$ cat src/rtl/fifo_push_arb_if.sv
// Write-side bundle between the two producers / FIFO status and the push arbiter.
interface fifo_push_arb_if #(
    parameter int WIDTH = 64
);
    logic             req0, req1;
    logic             lock0, lock1;
    logic [WIDTH-1:0] data0, data1;
    logic             ack0, ack1;
    logic             fifo_full;
    logic             fifo_pop;
    logic             push_valid;
    logic [WIDTH-1:0] push_data;
    logic             owner;
    logic             busy;
    logic             err;

    modport master (
        output req0, req1, lock0, lock1, data0, data1, fifo_full, fifo_pop,
        input  ack0, ack1, push_valid, push_data, owner, busy, err
    );

    modport slave (
        input  req0, req1, lock0, lock1, data0, data1, fifo_full, fifo_pop,
        output ack0, ack1, push_valid, push_data, owner, busy, err
    );
endinterface

$ cat src/rtl/fifo_push_arb.sv
// Two-producer round-robin push arbiter with locked bursts in front of a FIFO write port.
// Optional FIFO_PUSH_ARB_STATS_EN adds per-requester 16-bit grant counters.
module fifo_push_arb #(
    parameter int WIDTH     = 64,
    parameter int BURST_MAX = 4
) (
    input  logic                clk,
    input  logic                rst,
`ifdef FIFO_PUSH_ARB_STATS_EN
    output logic [15:0]         gnt_cnt0,
    output logic [15:0]         gnt_cnt1,
`endif
    fifo_push_arb_if.slave      bus
);
    typedef enum logic {IDLE = 1'b0, BURST = 1'b1} state_t;

    localparam logic [3:0] CNT_LAST = 4'(BURST_MAX - 1);

    state_t     state_q, state_d;
    logic       rr_q, rr_d;
    logic       owner_q, owner_d;
    logic [3:0] cnt_q, cnt_d;
    logic       err_q, err_d;
    logic       ack0, ack1;
    logic       win;
    logic       can_push;
    logic       owner_req, owner_lock;

    assign can_push   = ~bus.fifo_full | bus.fifo_pop;
    assign owner_req  = owner_q ? bus.req1  : bus.req0;
    assign owner_lock = owner_q ? bus.lock1 : bus.lock0;

    always_comb begin
        state_d = state_q;
        rr_d    = rr_q;
        owner_d = owner_q;
        cnt_d   = cnt_q;
        err_d   = 1'b0;
        ack0    = 1'b0;
        ack1    = 1'b0;
        win     = 1'b0;
        // Stall (or reset) freezes everything, including a dropped-owner check.
        if (!rst && can_push) begin
            case (state_q)
                IDLE: begin
                    if (bus.req0 | bus.req1) begin
                        win  = (bus.req0 & bus.req1) ? rr_q : bus.req1;
                        ack0 = ~win;
                        ack1 = win;
                        rr_d = ~win;
                        if (win ? bus.lock1 : bus.lock0) begin
                            state_d = BURST;
                            owner_d = win;
                            cnt_d   = 4'd1;
                        end
                    end
                end
                BURST: begin
                    if (owner_req) begin
                        ack0 = ~owner_q;
                        ack1 = owner_q;
                        // The last word of the burst is still accepted on exit.
                        if (!owner_lock || cnt_q == CNT_LAST) begin
                            state_d = IDLE;
                            cnt_d   = 4'd0;
                        end else begin
                            cnt_d = cnt_q + 4'd1;
                        end
                    end else begin
                        state_d = IDLE;
                        cnt_d   = 4'd0;
                        err_d   = 1'b1;
                    end
                end
                default: state_d = IDLE;
            endcase
        end
    end

    always_ff @(posedge clk) begin
        if (rst) begin
            state_q <= IDLE;
            rr_q    <= 1'b0;
            owner_q <= 1'b0;
            cnt_q   <= 4'd0;
            err_q   <= 1'b0;
        end else begin
            state_q <= state_d;
            rr_q    <= rr_d;
            owner_q <= owner_d;
            cnt_q   <= cnt_d;
            err_q   <= err_d;
        end
    end

`ifdef FIFO_PUSH_ARB_STATS_EN
    always_ff @(posedge clk) begin
        if (rst) begin
            gnt_cnt0 <= 16'd0;
            gnt_cnt1 <= 16'd0;
        end else begin
            if (ack0) gnt_cnt0 <= gnt_cnt0 + 16'd1;
            if (ack1) gnt_cnt1 <= gnt_cnt1 + 16'd1;
        end
    end
`endif

    assign bus.ack0       = ack0;
    assign bus.ack1       = ack1;
    assign bus.push_valid = ack0 | ack1;
    assign bus.push_data  = ack0 ? bus.data0 : (ack1 ? bus.data1 : '0);
    assign bus.owner      = owner_q;
    assign bus.busy       = (state_q == BURST);
    assign bus.err        = err_q;
endmodule

$ cat src/flat_wrapper.sv
// flat-port wrapper written by rule: the top's interface ports become plain ports
module fifo_push_arb_flat 
#(
    parameter int WIDTH     = 64,
    parameter int BURST_MAX = 4
)
  (clk, rst, bus_req0, bus_req1, bus_lock0, bus_lock1, bus_data0, bus_data1, bus_fifo_full, bus_fifo_pop, bus_ack0, bus_ack1, bus_push_valid, bus_push_data, bus_owner, bus_busy, bus_err);
  fifo_push_arb_if #(.WIDTH(WIDTH)) bus_i ();
  input  logic clk;
  input  logic rst;
  input wire logic [$bits(bus_i.req0)-1:0] bus_req0;
  input wire logic [$bits(bus_i.req1)-1:0] bus_req1;
  input wire logic [$bits(bus_i.lock0)-1:0] bus_lock0;
  input wire logic [$bits(bus_i.lock1)-1:0] bus_lock1;
  input wire logic [$bits(bus_i.data0)-1:0] bus_data0;
  input wire logic [$bits(bus_i.data1)-1:0] bus_data1;
  input wire logic [$bits(bus_i.fifo_full)-1:0] bus_fifo_full;
  input wire logic [$bits(bus_i.fifo_pop)-1:0] bus_fifo_pop;
  output wire logic [$bits(bus_i.ack0)-1:0] bus_ack0;
  output wire logic [$bits(bus_i.ack1)-1:0] bus_ack1;
  output wire logic [$bits(bus_i.push_valid)-1:0] bus_push_valid;
  output wire logic [$bits(bus_i.push_data)-1:0] bus_push_data;
  output wire logic [$bits(bus_i.owner)-1:0] bus_owner;
  output wire logic [$bits(bus_i.busy)-1:0] bus_busy;
  output wire logic [$bits(bus_i.err)-1:0] bus_err;
  assign bus_i.req0 = bus_req0;
  assign bus_i.req1 = bus_req1;
  assign bus_i.lock0 = bus_lock0;
  assign bus_i.lock1 = bus_lock1;
  assign bus_i.data0 = bus_data0;
  assign bus_i.data1 = bus_data1;
  assign bus_i.fifo_full = bus_fifo_full;
  assign bus_i.fifo_pop = bus_fifo_pop;
  assign bus_ack0 = bus_i.ack0;
  assign bus_ack1 = bus_i.ack1;
  assign bus_push_valid = bus_i.push_valid;
  assign bus_push_data = bus_i.push_data;
  assign bus_owner = bus_i.owner;
  assign bus_busy = bus_i.busy;
  assign bus_err = bus_i.err;
  fifo_push_arb #(.WIDTH(WIDTH), .BURST_MAX(BURST_MAX)) u_core (.clk(clk), .rst(rst), .bus(bus_i));
endmodule
$ cat config.mk
export PLATFORM = sky130hd
export DESIGN_NAME = fifo_push_arb_flat
export DESIGN_NICKNAME = d
export VERILOG_FILES = /design/src/rtl/fifo_push_arb_if.sv /design/src/rtl/fifo_push_arb.sv /design/src/flat_wrapper.sv
export SDC_FILE = /design/constraint.sdc
export NUM_CORES = 1
export LEC_CHECK = 0
export ABC_CLOCK_PERIOD_IN_PS = 4000
export BUFFER_PORTS_ARGS = -buffer_cell sky130_fd_sc_hd__clkbuf_2
export CAP_MARGIN = 15
export CORE_AREA = 4 4 77 79
export DETAILED_ROUTE_END_ITERATION = 16
export DIE_AREA = 0 0 81 83
export GPL_ROUTABILITY_DRIVEN = 0
export PLACE_DENSITY = 0.65
export REMOVE_ABC_BUFFERS = 1
export SETUP_SLACK_MARGIN = 0.1
export SYNTH_ARGS = -nofsm -noshare
export SYNTH_HDL_FRONTEND = slang
export SYNTH_SLANG_ARGS = --single-unit
$ cat constraint.sdc
create_clock -name clk -period 4 [get_ports clk]
set_clock_uncertainty 0.2 [all_clocks]
set_input_delay 0.2 -clock clk [delete_from_list [all_inputs] [get_ports clk]]
set_output_delay 0.2 -clock clk [all_outputs]
set_load 0.02 [all_outputs]
Yosys cells after proc, flatten, opt, wreduce, memory -nomap -nowiden
Index checks and enable logic that the tools add are counted.
{"block": "word_totals", "regBits": 8, "out_inout_bits": 70}
{"block": "classes", "n_reduce_logical": 8, "eq_ne": 3, "n_mux": 25, "n_addsub": 1, "bitwise_logic": 9}
{"op": "two-way mux 64 bit", "n": 2}
{"op": "two-way mux 4 bit", "n": 4}
{"op": "two-way mux 1 bit", "n": 15}
{"op": "case mux 4 bit (2 select lines)", "n": 1}
{"op": "case mux 1 bit (2 select lines)", "n": 3}
{"op": "AND reduction 3 bit", "n": 2}
{"op": "inverter 1 bit", "n": 5}
{"op": "adder 4 x 1 -> 4 bit, second input constant", "n": 1}
{"op": "equality test 4 x 2 -> 1 bit, second input constant", "n": 1}
{"op": "inequality test 2 x 1 -> 1 bit, second input constant", "n": 2}
{"op": "AND reduction 4 bit", "n": 1}
{"op": "OR 1 bit", "n": 3}
{"op": "OR reduction 3 bit", "n": 1}
{"op": "zero test 1 bit", "n": 2}
{"op": "bitwise AND 1 bit", "n": 1}
{"op": "logical AND 1 bit", "n": 1}
{"op": "logical OR 1 bit", "n": 1}

Longest topological paths before layout
{"block": "logic_depth", "word_depth": 7, "ltp_mapped": 6}

Least setup slack after synthesis
No wires, ideal clock.
{"block": "synth_path", "kind": "register to output", "from": "reg u_core.state_q, in the netlist u_core.bus.busy", "to": "out bus_push_data[54]", "setup_slack_ns": 2.083, "stages_incl_launch_ff": 4, "arrival_ns": 1.517, "n_path_buf": 1, "cell_sequence": "dfxtp_1 > o2111a_1 > clkbuf_1 > a22o_1"}
{"block": "synth_via", "elab_cells_between_ends": 7, "cone_classes": "mux (6); bitwise (1)"}
{"element": "start: declaration", "line": "fifo_push_arb.sv:19", "source": "state_t state_q, state_d;"}
{"element": "start signal: assignment", "line": "fifo_push_arb.sv:88", "source": "state_q <= state_d;"}
{"element": "inverter 1 bit", "line": "fifo_push_arb.sv:44", "source": "case (state_q)"}
{"element": "case mux 1 bit (2 select lines) *", "line": "fifo_push_arb.sv:44"}
{"element": "two-way mux 1 bit *", "line": "fifo_push_arb.sv:43", "source": "if (!rst && can_push) begin"}
{"element": "named net bus_ack0", "line": "flat_wrapper.sv:19", "source": "output wire logic [$bits(bus_i.ack0)-1:0] bus_ack0;"}
{"element": "two-way mux 64 bit *", "line": "fifo_push_arb.sv:111", "source": "assign bus.push_data = ack0 ? bus.data0 : (ack1 ? bus.data1 : '0);"}
{"element": "end: declaration", "line": "flat_wrapper.sv:22", "source": "output wire logic [$bits(bus_i.push_data)-1:0] bus_push_data;"}
Mark *: on every way through the listed nets, which the timed path passes. The rest lies on a longest branch.

Final worst setup path
{"block": "layout_path", "from": "reg u_core.state_q, in the netlist u_core.bus.busy", "to": "out bus_push_data[21]"}
{"block": "layout_via", "elab_chain_len": 5, "elab_cells_between_ends": 7, "cone_classes": "mux (6); bitwise (1)"}
{"element": "inverter 1 bit", "line": "fifo_push_arb.sv:44"}
{"element": "case mux 1 bit (2 select lines)", "line": "fifo_push_arb.sv:44"}
{"element": "two-way mux 1 bit", "line": "fifo_push_arb.sv:43"}
{"element": "two-way mux 64 bit", "line": "fifo_push_arb.sv:111"}
{"element": "two-way mux 64 bit *", "line": "fifo_push_arb.sv:111"}
Every way passes the cells marked *; elsewhere a longest branch is shown, timed or not.

==> summary.txt <==
Power and ir drop
  • Max VDD drop: 0.1494 mV
  • Internal Power: 266.8 uW
  • Sw power: 179.2 uW
  • Final Power: 446.0 uW
  • Reg power frac: 19.5%
  • Comb pwr share: 58.4%
  • Pwr dens: 197.5 mW/mm^2
  • Leakage: 1.335 nW
  • Sw Ratio: 40.19%
  • Clk pwr share: 22.0%

Final layout
  • Fraction of layout cells with a size suffix above 1: 64.67%
  • Most common cell after layout, fill and taps aside: clkbuf_2
  • Final instance area: 0.002258 sq mm
  • Commonest non-fill, non-tap cells in the layout: clkbuf_2 (205), a22o_1 (64), dfxtp_1 (8)
  • # nets final: 473
  • Final Instance Count excl. Fillers: 406
  • Area growth from synthesis to layout: 94.50%
  • Core Util, Final: 42.31%
  • # fillers: 557
  • Antenna diodes: 0

CTS
  • Worst-skew pair later-pin latency: 0.23 ns
  • H-tree levels: 1
  • Max clock buf depth: 2
  • Post-CTS Setup Bufs: 0
  • CTS tree: yes
  • Post-cts hold buffer count: 0
  • TritonCTS buffer count: 3
  • CTS resizes: 0
  • Clk sinks: 8
  • Clock-pin slew on the worst setup and hold paths: 0.04 ns
  • Root buf cell: clkbuf_8

GRT
  • First-pass GRT wire length: 9694 um
  • Largest net degree at the start of global routing: 67
  • GRT Util Overall: 18.08%
  • Initial antenna violation count: 1
  • Vias in the first global route: 1883
  • Remaining global-route overflow: 0

Min path
  • Hold Startpoint: bus_req1
  • Hold path endpoint: u_core.bus.owner
  • Worst Hold Path Cells: 3
  • Hold Path Class: in2reg

Run status
  • Status: completed

Synth
  • Yosys cell types: 34
  • YS warnings: 0
  • Seq cells post-synth: 8
  • Post-Syn Area: 0.001161 sq mm
  • Seq/Total Area, Yosys: 13.79%
  • Post-Synthesis Cells: 139
  • Avg Inst Size Synth: 8.353 sq um

Flow run
  • Max_cap viols: 0

Drt
  • Drt total wl: 6506 um
  • Avg WL per Cell: 16.02 um
  • Residual DRC count: 0
  • Vias per cell: 4.778
  • DR pass1 iterations: 4
  • Vias: 1940
  • Post-route ant nets: 0
  • Initial DRC count: 112

Timing
  • TNS Setup: 0 ns
  • Final worst slack: 1.642 ns
  • RSZ-0062 raised after global routing: false
  • Worst slew pin tran: 0.7947 ns
  • # setup viols final: 0
  • Worst slew margin: 46.89%
  • Slew Viols, Final: 0
  • Final worst-path cycle share: 58.94%
  • Final worst path period need: 2.358 ns
  • Hold WS: 0.1086 ns
  • Final hold violation count: 0
  • Max frequency: 424.1 MHz

Floorplanning
  • Cell Rows: 27
  • Die Ht: 83 um
  • # IOs: 206
  • Initial Utilization: 21.75%
  • Die ar.: 0.006723 sq mm
  • Die X: 81 um
  • Core area: 0.005338 sq mm

Setup path
  • Top Family by Delay on Critical Path: compound AO/OA/AOI/OAI gates
  • Crit path kind: reg2out
  • Critical Path Fanout Max: 47
  • Buf/Inv on CP: 2
  • R2R Path Start: u_core.cnt_q[0]
  • Critical Path Sink Type: output port
  • CP Data Arrival Time: 1.96 ns
  • Worst Setup Start Kind: register
  • WP data required: 3.60 ns
  • Worst path slowest cell: o2111a_2
  • FF-to-FF path depth: 5
  • Worst path max stage delay: 0.51 ns
  • R2R Setup Slk: 1.93 ns
  • Reg2reg end: u_core.cnt_q[3]
  • Crit-path cells: nand2_1, o2111a_2, buf_12, a22o_1, clkbuf_2

Placement
  • Placed cell count: 402
  • Cell area after placement: 0.002197 sq mm
  • Pre-CTS setup slack: 1.453 ns
  • PortBufs: 205
  • Post-DP HPWL: 5588 um
[worst max path at each step]
stage	from	endpoint	slack, ns	cells past startpoint
floorplan	u_core.bus.busy	bus_push_data[0]	0.17	3
global placement	rst	bus_push_data[60]	1.51	5
detailed placement	rst	bus_push_data[60]	1.45	5
CTS	u_core.bus.busy	bus_push_data[60]	1.26	4
global route	u_core.bus.busy	bus_push_data[60]	1.50	5
finish	u_core.bus.busy	bus_push_data[21]	1.64	5
[cells in the mapped netlist (all sizes together)]
library cell / count / area [sq um]
a22o: 64 / 560.5
buf: 13 / 92.59
dfxtp: 8 / 160.2
nand2b: 6 / 37.54
o21ai: 6 / 30.03
nand2: 5 / 18.77
clkbuf: 3 / 11.26
nor2: 3 / 11.26
nor2b: 3 / 26.27
a2111oi: 2 / 18.77
a21oi: 2 / 10.01
and3: 2 / 12.51
inv: 2 / 7.510
mux2i: 2 / 20.02
nand3: 2 / 10.01
nor4: 2 / 12.51
or2: 2 / 12.52
a211oi: 1 / 12.51
a21boi: 1 / 7.510
a311oi: 1 / 8.760
a31oi: 1 / 6.260
and2: 1 / 6.260
ha: 1 / 12.51
nand3b: 1 / 7.510
nor3b: 1 / 7.510
nor4b: 1 / 8.760
o2111a: 1 / 11.26
o221a: 1 / 11.26
o31a: 1 / 8.760
[worst min-delay path, stage by stage]
cell and delay [ns]:
clkbuf_2 0.15, nand2_1 0.08, mux2i_1 0.05
[sequential cells by signal (all words and copies together), names as in the netlist]
register / flops
u_core.cnt_q: 4
u_core.bus.busy: 1
u_core.bus.err: 1
u_core.rr_q: 1
u_core.bus.owner: 1
[cells by family after synthesis]
logic type,after synthesis,share of synthesized area [%]
adders and majority gates,1,1.077
DFF,8,13.79
and+or+nand+nor,29,14.76
AOI/OAI and AO/OA,81,59.05
buffers and inverters,18,9.591
muxes,2,1.724
[final cells by class]
| cell class | instances | area [sq um] | area share [%] |
|---|---|---|---|
| repair buffers | 208 | 1061 | 46.98 |
| multi-input cells | 113 | 898.4 | 39.78 |
| flip-flops and latches | 8 | 160.2 | 7.091 |
| well taps | 72 | 90.09 | 3.989 |
| clock buffers | 3 | 41.29 | 1.828 |
| inverters | 2 | 7.507 | 0.3324 |
[metal layers]
metal | global-route usage (%) | wire length (um)
met5 | 0 | 13
met4 | 3.533 | 81
met3 | 6.833 | 734
met2 | 30.99 | 3255
met1 | 21.15 | 2421
[power by group through the flow]
| stage | sequential [mW] | combinational [mW] | clock, mW |
|---|---|---|---|
| floorplan | 0.0890 | 0.131 | 0 |
| global placement | 0.0882 | 0.257 | 0 |
| detailed placement | 0.0885 | 0.260 | 0 |
| CTS | 0.0870 | 0.261 | 0.0993 |
| global route | 0.0877 | 0.280 | 0.107 |
| finish | 0.0872 | 0.261 | 0.0982 |
(Power assumes the default switching activity.)
